===== config.mk =====
export PLATFORM = sky130hd
export DESIGN_NAME = fc_output_collector_flat
export DESIGN_NICKNAME = d
export VERILOG_FILES = /design/src/rtl/fc_output_collector_if.sv /design/src/rtl/fc_output_collector.sv /design/src/flat_wrapper.sv
export SDC_FILE = /design/constraint.sdc
export NUM_CORES = 1
export LEC_CHECK = 0
export CAP_MARGIN = 0
export CORE_UTILIZATION = 55
export CTS_BUF_LIST = sky130_fd_sc_hd__clkbuf_16
export DETAILED_ROUTE_END_ITERATION = 12
export PLACE_DENSITY = 0.79
export SYNTH_ARGS = -nofsm -noshare
export SYNTH_HDL_FRONTEND = slang
export SYNTH_SLANG_ARGS = --single-unit

===== constraint.sdc =====
create_clock -name clk -period 5.3 [get_ports clk]
set_input_delay 1.06 -clock clk [delete_from_list [all_inputs] [get_ports clk]]
set_output_delay 1.06 -clock clk [all_outputs]
set_load 0.01 [all_outputs]

===== src/rtl/fc_output_collector_if.sv =====
// Score stream from the FC layer and the error stream back to it.
// master = FC layer side, slave = collector side.
interface fc_output_collector_if #(
    parameter int OUTPUT_SIZE = 10,
    parameter int DATA_W      = 16,
    parameter int AW          = $clog2(OUTPUT_SIZE)
);
    logic [DATA_W-1:0] in_data;
    logic [AW-1:0]     in_addr;
    logic              in_valid;
    logic              in_done;
    logic [DATA_W-1:0] err_data;
    logic [AW-1:0]     err_addr;
    logic              err_valid;
    logic              err_ready;

    modport master (
        output in_data, in_addr, in_valid, in_done, err_ready,
        input  err_data, err_addr, err_valid
    );

    modport slave (
        input  in_data, in_addr, in_valid, in_done, err_ready,
        output err_data, err_addr, err_valid
    );
endinterface


===== src/rtl/fc_output_collector.sv =====
// Buffers one score vector, argmaxes it, then streams saturated score-minus-target errors;
// first err_valid OUTPUT_SIZE+1 cycles after in_done, each error beat held until err_ready.
module fc_output_collector #(
    parameter int OUTPUT_SIZE = 10,
    parameter int DATA_W      = 16,
    parameter int FRAC_BITS   = 8,
    parameter int AW          = $clog2(OUTPUT_SIZE)
) (
    input  logic                 clk,
    input  logic                 reset,
    input  logic                 enable,
    input  logic [AW-1:0]        label,
    fc_output_collector_if.slave io,
    output logic [AW-1:0]        pred_class,
    output logic [DATA_W-1:0]    pred_score,
    output logic                 pred_valid,
    output logic                 busy,
    output logic                 done,
    output logic                 addr_err
);
    localparam logic [AW:0]       N_CLS = (AW+1)'(OUTPUT_SIZE);
    localparam logic [AW-1:0]     LAST  = AW'(OUTPUT_SIZE - 1);
    localparam logic [DATA_W-1:0] ONE   = DATA_W'(1 << FRAC_BITS);

    typedef enum logic [2:0] {IDLE, COLLECT, SCAN, ERR_OUT, FIN} state_t;

    state_t state_q, state_d;

    logic signed [DATA_W-1:0] sbuf [OUTPUT_SIZE];
    logic [OUTPUT_SIZE-1:0]   bitmap_q;
    logic [AW-1:0]            label_q;
    logic                     label_ok_q;
    logic [AW-1:0]            idx_q;
    logic [AW-1:0]            best_idx_q;
    logic signed [DATA_W-1:0] best_score_q;

    logic [OUTPUT_SIZE-1:0]   wr_hit;
    logic [OUTPUT_SIZE-1:0]   bitmap_wr;
    logic                     addr_ok;
    logic                     label_in_range;
    logic                     better;
    logic                     hs;
    logic signed [DATA_W-1:0] cur;
    logic signed [DATA_W-1:0] tgt;
    logic signed [DATA_W:0]   diff;
    logic [DATA_W-1:0]        err_sat;

    assign addr_ok        = {1'b0, io.in_addr} < N_CLS;
    assign label_in_range = {1'b0, label} < N_CLS;
    assign cur            = sbuf[idx_q];
    // Strictly greater keeps the lowest index on ties.
    assign better         = (idx_q == '0) || (cur > best_score_q);
    assign tgt            = (label_ok_q && (idx_q == label_q)) ? ONE : '0;
    assign diff           = {cur[DATA_W-1], cur} - {tgt[DATA_W-1], tgt};

    always_comb begin
        wr_hit = '0;
        for (int i = 0; i < OUTPUT_SIZE; i++) begin
            if (io.in_valid && (io.in_addr == AW'(i))) wr_hit[i] = 1'b1;
        end
        bitmap_wr = bitmap_q | wr_hit;
    end

    always_comb begin
        err_sat = diff[DATA_W-1:0];
        if (diff[DATA_W] != diff[DATA_W-1]) begin
            err_sat = diff[DATA_W] ? {1'b1, {(DATA_W-1){1'b0}}} : {1'b0, {(DATA_W-1){1'b1}}};
        end
    end

    assign io.err_valid = (state_q == ERR_OUT);
    assign io.err_addr  = io.err_valid ? idx_q : '0;
    assign io.err_data  = io.err_valid ? err_sat : '0;
    assign hs           = io.err_valid && io.err_ready;
    assign busy         = (state_q != IDLE);
    assign done         = (state_q == FIN);

    always_ff @(posedge clk or negedge reset) begin
        if (!reset) state_q <= IDLE;
        else        state_q <= state_d;
    end

    always_comb begin
        state_d = state_q;
        case (state_q)
            IDLE:    if (enable) state_d = COLLECT;
            COLLECT: if (io.in_done) state_d = SCAN;
            SCAN:    if (idx_q == LAST) state_d = ERR_OUT;
            ERR_OUT: if (hs && (idx_q == LAST)) state_d = FIN;
            FIN:     state_d = IDLE;
            default: state_d = IDLE;
        endcase
    end

    always_ff @(posedge clk or negedge reset) begin
        if (!reset) begin
            for (int i = 0; i < OUTPUT_SIZE; i++) sbuf[i] <= '0;
            bitmap_q     <= '0;
            label_q      <= '0;
            label_ok_q   <= 1'b0;
            idx_q        <= '0;
            best_idx_q   <= '0;
            best_score_q <= '0;
            pred_class   <= '0;
            pred_score   <= '0;
            pred_valid   <= 1'b0;
            addr_err     <= 1'b0;
        end else begin
            case (state_q)
                IDLE: begin
                    if (enable) begin
                        for (int i = 0; i < OUTPUT_SIZE; i++) sbuf[i] <= '0;
                        bitmap_q   <= '0;
                        label_q    <= label;
                        label_ok_q <= label_in_range;
                        addr_err   <= !label_in_range;
                        pred_valid <= 1'b0;
                        idx_q      <= '0;
                    end
                end
                COLLECT: begin
                    for (int i = 0; i < OUTPUT_SIZE; i++) begin
                        if (wr_hit[i]) sbuf[i] <= io.in_data;
                    end
                    bitmap_q <= bitmap_wr;
                    if (io.in_valid && !addr_ok) addr_err <= 1'b1;
                    // Same-cycle write counts toward completeness; unwritten entries stay 0.
                    if (io.in_done && (bitmap_wr != {OUTPUT_SIZE{1'b1}})) addr_err <= 1'b1;
                    idx_q <= '0;
                end
                SCAN: begin
                    if (better) begin
                        best_idx_q   <= idx_q;
                        best_score_q <= cur;
                    end
                    if (idx_q == LAST) begin
                        pred_class <= better ? idx_q : best_idx_q;
                        pred_score <= better ? cur : best_score_q;
                        pred_valid <= 1'b1;
                        idx_q      <= '0;
                    end else begin
                        idx_q <= idx_q + 1'b1;
                    end
                end
                ERR_OUT: begin
                    if (hs) idx_q <= (idx_q == LAST) ? '0 : idx_q + 1'b1;
                end
                default: ;
            endcase
        end
    end
endmodule


===== src/flat_wrapper.sv =====
// flat-port wrapper written by rule: the top's interface ports become plain ports
module fc_output_collector_flat 
#(
    parameter int OUTPUT_SIZE = 10,
    parameter int DATA_W      = 16,
    parameter int FRAC_BITS   = 8,
    parameter int AW          = $clog2(OUTPUT_SIZE)
)
  (clk, reset, enable, label, pred_class, pred_score, pred_valid, busy, done, addr_err, io_in_data, io_in_addr, io_in_valid, io_in_done, io_err_ready, io_err_data, io_err_addr, io_err_valid);
  fc_output_collector_if #(.OUTPUT_SIZE(OUTPUT_SIZE), .DATA_W(DATA_W), .AW(AW)) io_i ();
  input  logic clk;
  input  logic reset;
  input  logic enable;
  input  logic [AW-1:0] label;
  output logic [AW-1:0] pred_class;
  output logic [DATA_W-1:0] pred_score;
  output logic pred_valid;
  output logic busy;
  output logic done;
  output logic addr_err;
  input wire logic [$bits(io_i.in_data)-1:0] io_in_data;
  input wire logic [$bits(io_i.in_addr)-1:0] io_in_addr;
  input wire logic [$bits(io_i.in_valid)-1:0] io_in_valid;
  input wire logic [$bits(io_i.in_done)-1:0] io_in_done;
  input wire logic [$bits(io_i.err_ready)-1:0] io_err_ready;
  output wire logic [$bits(io_i.err_data)-1:0] io_err_data;
  output wire logic [$bits(io_i.err_addr)-1:0] io_err_addr;
  output wire logic [$bits(io_i.err_valid)-1:0] io_err_valid;
  assign io_i.in_data = io_in_data;
  assign io_i.in_addr = io_in_addr;
  assign io_i.in_valid = io_in_valid;
  assign io_i.in_done = io_in_done;
  assign io_i.err_ready = io_err_ready;
  assign io_err_data = io_i.err_data;
  assign io_err_addr = io_i.err_addr;
  assign io_err_valid = io_i.err_valid;
  fc_output_collector #(.OUTPUT_SIZE(OUTPUT_SIZE), .DATA_W(DATA_W), .FRAC_BITS(FRAC_BITS), .AW(AW)) u_core (.clk(clk), .reset(reset), .enable(enable), .label(label), .io(io_i), .pred_class(pred_class), .pred_score(pred_score), .pred_valid(pred_valid), .busy(busy), .done(done), .addr_err(addr_err));
endmodule

# Word-level counts from Yosys, hierarchy flattened
# Index checks and enable logic that the tools add are counted.
[word_totals]
register_bits = 224
input_bits = 30
out_inout_bits = 45
word_cells = 154
[op_classes]
addsub = 2
order_cmp = 4
eq_ne = 33
muxes = 50
bitwise_logic = 2
reduce_logical = 42
[op_table]
columns = ["operator", "n"]
rows = [
  ["160-bit one-hot mux with 2 select lines", 1],
  ["16-bit 2-to-1 mux", 16],
  ["160-bit 2-to-1 mux", 1],
  ["16-bit binary-select mux with 4-bit select", 1],
  ["3-bit AND reduction", 13],
  ["2-bit by 1-bit inequality test with 1-bit output (second input constant)", 11],
  ["4-bit 2-to-1 mux", 5],
  ["10-bit one-hot mux with 2 select lines", 1],
  ["16-bit by 10-bit subtractor with 17-bit output", 1],
  ["4-bit by 3-bit equality test with 1-bit output (second input constant)", 4],
  ["16-bit greater-than comparator", 1],
  ["4-bit one-hot mux with 4 select lines", 1],
  ["1-bit logical AND", 15],
  ["1-bit 2-to-1 mux", 15],
  ["4-bit equality test (second input constant)", 3],
  ["3-bit 2-to-1 mux", 4],
  ["3-bit one-hot mux with 4 select lines", 1],
  ["10-bit 2-to-1 mux", 1],
  ["10-bit inequality test (second input constant)", 1],
  ["10-bit bitwise OR", 1],
  ["9-bit 2-to-1 mux", 1],
  ["4-bit by 2-bit equality test with 1-bit output (second input constant)", 2],
  ["4-bit logical NOT", 2],
  ["4-bit less-than comparator (second input constant)", 2],
  ["other kinds (20)", 29],
]

# Logic depth before layout (Yosys ltp)
[logic_depth]
ltp_word = 8
mapped_depth = 17
mapped_depth_nobuf = 12

# Worst setup path before layout
# No wires, ideal clock.
[synth_path]
kind = "reg2out"
startpoint = "register u_core.idx_q[0]"
endpoint = "output port io_err_data[13]"
arrival_ps = 3471
t_required_ps = 4240
path_slack_ps = 769
stages_incl_launch_ff = 16
path_buffers = 4
cell_sequence = "dfrtp_1 buf_4 buf_4 buf_4 buf_2 mux4_2 mux2i_1 o22ai_1 inv_1 ha_1 o21ai_0 a31oi_1 or4b_1 xnor2_1 nand2_1 a21oi_2"
[synth_between]
elab_chain_len = 8
elab_cells_between_ends = 12
[synth_lines]
columns = ["element", "line_no", "rtl"]
rows = [
  ["from (decl)", "fc_output_collector.sv:33", "logic [AW-1:0] idx_q;"],
  ["from (signal assigned)", "fc_output_collector.sv:142", "idx_q <= idx_q + 1'b1;"],
  ["from (signal assigned)", "fc_output_collector.sv:146", "if (hs) idx_q <= (idx_q == LAST) ? '0 : idx_q + 1'b1;"],
  ["4-bit inverter with 5-bit output (implied by the code)", "fc_output_collector.sv:50", "assign cur = sbuf[idx_q];"],
  ["16-bit binary-select mux with 4-bit select", "fc_output_collector.sv:50", ""],
  ["16-bit 2-to-1 mux (implied by the code) (2 in series)", "fc_output_collector.sv:50", ""],
  ["16-bit by 10-bit subtractor with 17-bit output *", "fc_output_collector.sv:54", "assign diff = {cur[DATA_W-1], cur} - {tgt[DATA_W-1], tgt};"],
  ["16-bit 2-to-1 mux / 1-bit inequality test (equally long branches)", "fc_output_collector.sv:67, fc_output_collector.sv:66", ""],
  ["16-bit 2-to-1 mux *", "fc_output_collector.sv:66", "if (diff[DATA_W] != diff[DATA_W-1]) begin"],
  ["16-bit 2-to-1 mux *", "fc_output_collector.sv:73", "assign io.err_data = io.err_valid ? err_sat : '0;"],
  ["to (decl)", "flat_wrapper.sv:26", "output wire logic [$bits(io_i.err_data)-1:0] io_err_data;"],
]
# Mark *: on every way between the ends. The rest lies on a longest branch, timed or not. The select of a mux whose other input is x is not followed.

# Worst setup path after layout
[layout_path]
startpoint = "register u_core.idx_q[1]"
endpoint = "output port io_err_data[10]"
# The elaborated chain is that of the path after synthesis.

==> qor.csv <==
metric,value,unit
outcome,completed,
arrival,4.01,ns
min_path_type,reg -> reg,
pre_cts_ws,0.3400,ns
syn_inst,1117,
synth_area,10910,um^2
dp_cells,1408,
drt_iter0_markers,750,
grt_max_degree,142,
critPathMaxFanout,17,
setup-tns-final,0,ns
final-seq-area,5610,um^2
clock_skew,0.01622,ns
endpoint_kind,output port,
slowest_stage,dfrtp_4,
root_buffer,clkbuf_16,
fp.coreArea,19460,um^2
cts.clk_slew.worst_paths,0.06,ns
overflow,0,
grt_usage,28.16,%
finalHoldViolCount,0,
gp_congestion,0.9353,
diodes,0,
drc,0,
ys_types,65,
rows,51,
fill_cells,1509,
crit_buf_inv,3,
power_frac_seq,33.3,%
cts_buffer_depth,3,
synth_flop_cell,dfrtp_1,
syn_area_per_cell,9.764,um^2
clkPwrFrac,19.4,%
p_switching,3.418,mW
grt_pass1_vias,8574,
synth_commonest_cells,"nand2_1, dfrtp_1, o21ai_0",
holdWs,0.4776,ns
drt_pass1_iterations,5,
die_h,142.8,um
pwr-share-comb,47.3,%
power,8.146,mW
start_util,56.04,%
yosysSeqAreaShare,51.39,%
htreeDepth,1,
drive_above_1_share,10.92,%
finalNonFillerCells,1455,
cts-buffers-inserted,24,
start_kind,flop,
max-cap-violations,0,
wl,27570,um
place_hpwl,17860,um
cts_sinks,224,
p_per_area,640.3,nW/um^2
multi_input_area,4935,um^2
areaGrowthSynthToFinish,16.65,%
synth_largest_area_cell,dfrtp_1,
cpMostUsedCell,buf_4,
timing_worst_setup_path_type,reg -> out,
ctsHoldBuffers,0,
synth-seq-cells,224,
wl_per_cell,18.95,um
synth_edf_count,0,
grt_pass1_wl,44570,um
p_leak,5.460,nW
cts_tree,built,
cp_cell_sequence,buf_4 -> buf_4 -> mux4_2 -> mux2i_1 -> o22ai_1 -> nor3_2 -> o211ai_4 -> nand2b_1 -> a21oi_1 -> clkdlybuf4s50_1,
post-synth-top-count-cell,nand2_1,
clock_latency,0.51,ns
layout.nets,1224,
die_x,142.8,um
placed_area,11920,um^2
netlist_top_cells_area,"dfrtp_1, nand2_1, o21ai_0",
num_vias,8745,
fin_crit_sh,95.60,%
cpLargestDelayFamily,buffers and inverters,
slew_headroom,14.33,%
num_io_pins,75,
die-area,20400,um^2
port_buffers,74,
ir_drop,0.0005647,V
design_area,12720,um^2
p_int,4.728,mW
cpPeakStageDelay,0.59,ns
critical_path_required,4.24,ns
ys_async_sr_fraction,100.0,%
fin_crit,5.067,ns
synth_fp_nets,1168,
viasPerCell,6.010,
fin_util,65.37,%
max_freq,197.4,MHz
switching_share,41.96,%
fin_ws,0.2330,ns
worstMarginPinSlew,1.282,ns
antenna_found_initial,0,
finalSetupViolCount,0,
detail-route-antenna-nets,0,
netlist.area_leader.share,51.39,%
ys_warn_count,0,
final_max_slew_viol_count,0,
==> routing by layer <==
layer / share of wire [%] / up-vias / global-route usage, % / routed length, um
li1: - / 4038 / - / -
met1: 41 / 4321 / 35.99 / 11380
met2: 49 / 325 / 47.83 / 13500
met3: 6.3 / 61 / 4.527 / 1726
met4: 3.5 / 0 / 11.54 / 957
met5: 0 / - / 0 / 0
==> cells by family after synthesis <==
family	synth area share, %
and+or+nand+nor	15.12
AOI/OAI and AO/OA	15.10
DFF	51.39
buffers and inverters	4.015
muxes	11.48
adders and majority gates	2.409
xor gates and xnor gates	0.4818
==> state kept, by name, summed over array words and instances (netlist names), 3 cells and up <==
register	cells
u_core.bitmap_q	10
u_core.state_q	3
u_core.pred_class	4
u_core.sbuf	160
u_core.pred_score	16
u_core.best_idx_q	4
u_core.best_score_q	16
u_core.label_q	4
u_core.idx_q	4
==> cells in the final DEF, fill, tap and decap left out, drive strengths merged, types with 3 or more instances in the layout <==
cell type | synthesis | routed
mux2 | 26 | 26
clkinv | 0 | 10
xnor2 | 5 | 5
and2 | 5 | 5
nor3b | 4 | 4
clkdlybuf4s50 | 0 | 73
a31oi | 12 | 12
o31ai | 4 | 4
a21o | 4 | 4
nand2 | 251 | 251
o21ai | 180 | 180
nand3 | 10 | 10
nor2b | 8 | 8
mux4 | 22 | 22
a22oi | 3 | 3
o21a | 4 | 4
buf | 19 | 30
clkbuf | 54 | 25
and4 | 3 | 3
inv | 35 | 40
nor2 | 37 | 37
o22ai | 10 | 10
nand2b | 8 | 8
nor3 | 11 | 11
o211ai | 23 | 23
mux2i | 46 | 46
nand4 | 22 | 22
dfrtp | 224 | 224
a21oi | 33 | 33
ha | 21 | 21
==> area by class of cell <==
cell class,count,area share (%)
clock buffer,25,4.917
clock inverter,18,0.8851
inverter,35,1.033
multi-input combinational,785,38.79
sequential,224,44.10
tap,265,2.606
timing repair buffer,103,7.671
==> path summary, 6_finish.rpt <==
path | start | endpoint | slack (ns) | cells after the start
max reg2reg | u_core.idx_q[0] | u_core.best_score_q[3] | 0.69 | 13
max | u_core.idx_q[1] | io_err_data[10] | 0.23 | 10
max in group asynchronous | reset | u_core.best_score_q[5] | 3.59 | 2
min | u_core.sbuf[98] | u_core.sbuf[98] | 0.48 | 2
min reg2reg | u_core.sbuf[98] | u_core.sbuf[98] | 0.48 | 2
min in group asynchronous | reset | u_core.label_q[2] | 0.67 | 1
==> repair_timing <==
item,4_1_cts,5_1_grt
pin swaps,0,1
endpoints found under the setup margin,12,12
setup buffers,3,1
gates resized for setup,4,4
==> power by group through the flow <==
| stage | clock network [mW] | logic [mW] | registers (mW) |
|---|---|---|---|
| floorplan | 0 | 2.56 | 2.57 |
| global placement | 0 | 3.63 | 2.69 |
| detailed placement | 0 | 3.73 | 2.73 |
| CTS | 1.59 | 3.81 | 2.70 |
| global route | 1.67 | 4.17 | 2.78 |
| finish | 1.58 | 3.85 | 2.71 |
==> worst register-to-register path: cells and delay by family, from the launching register on <==
kind                     cells  cell delay (ns)
buffers and inverters        4             1.05
AO/OA/AOI/OAI                3             1.38
adder cells (fa/ha/maj)      1             0.38
AND/OR/NAND/NOR              2             0.33
flip-flops                   1             0.43
multiplexers                 3             0.97
No activity file was read; power rests on OpenSTA's default activity.
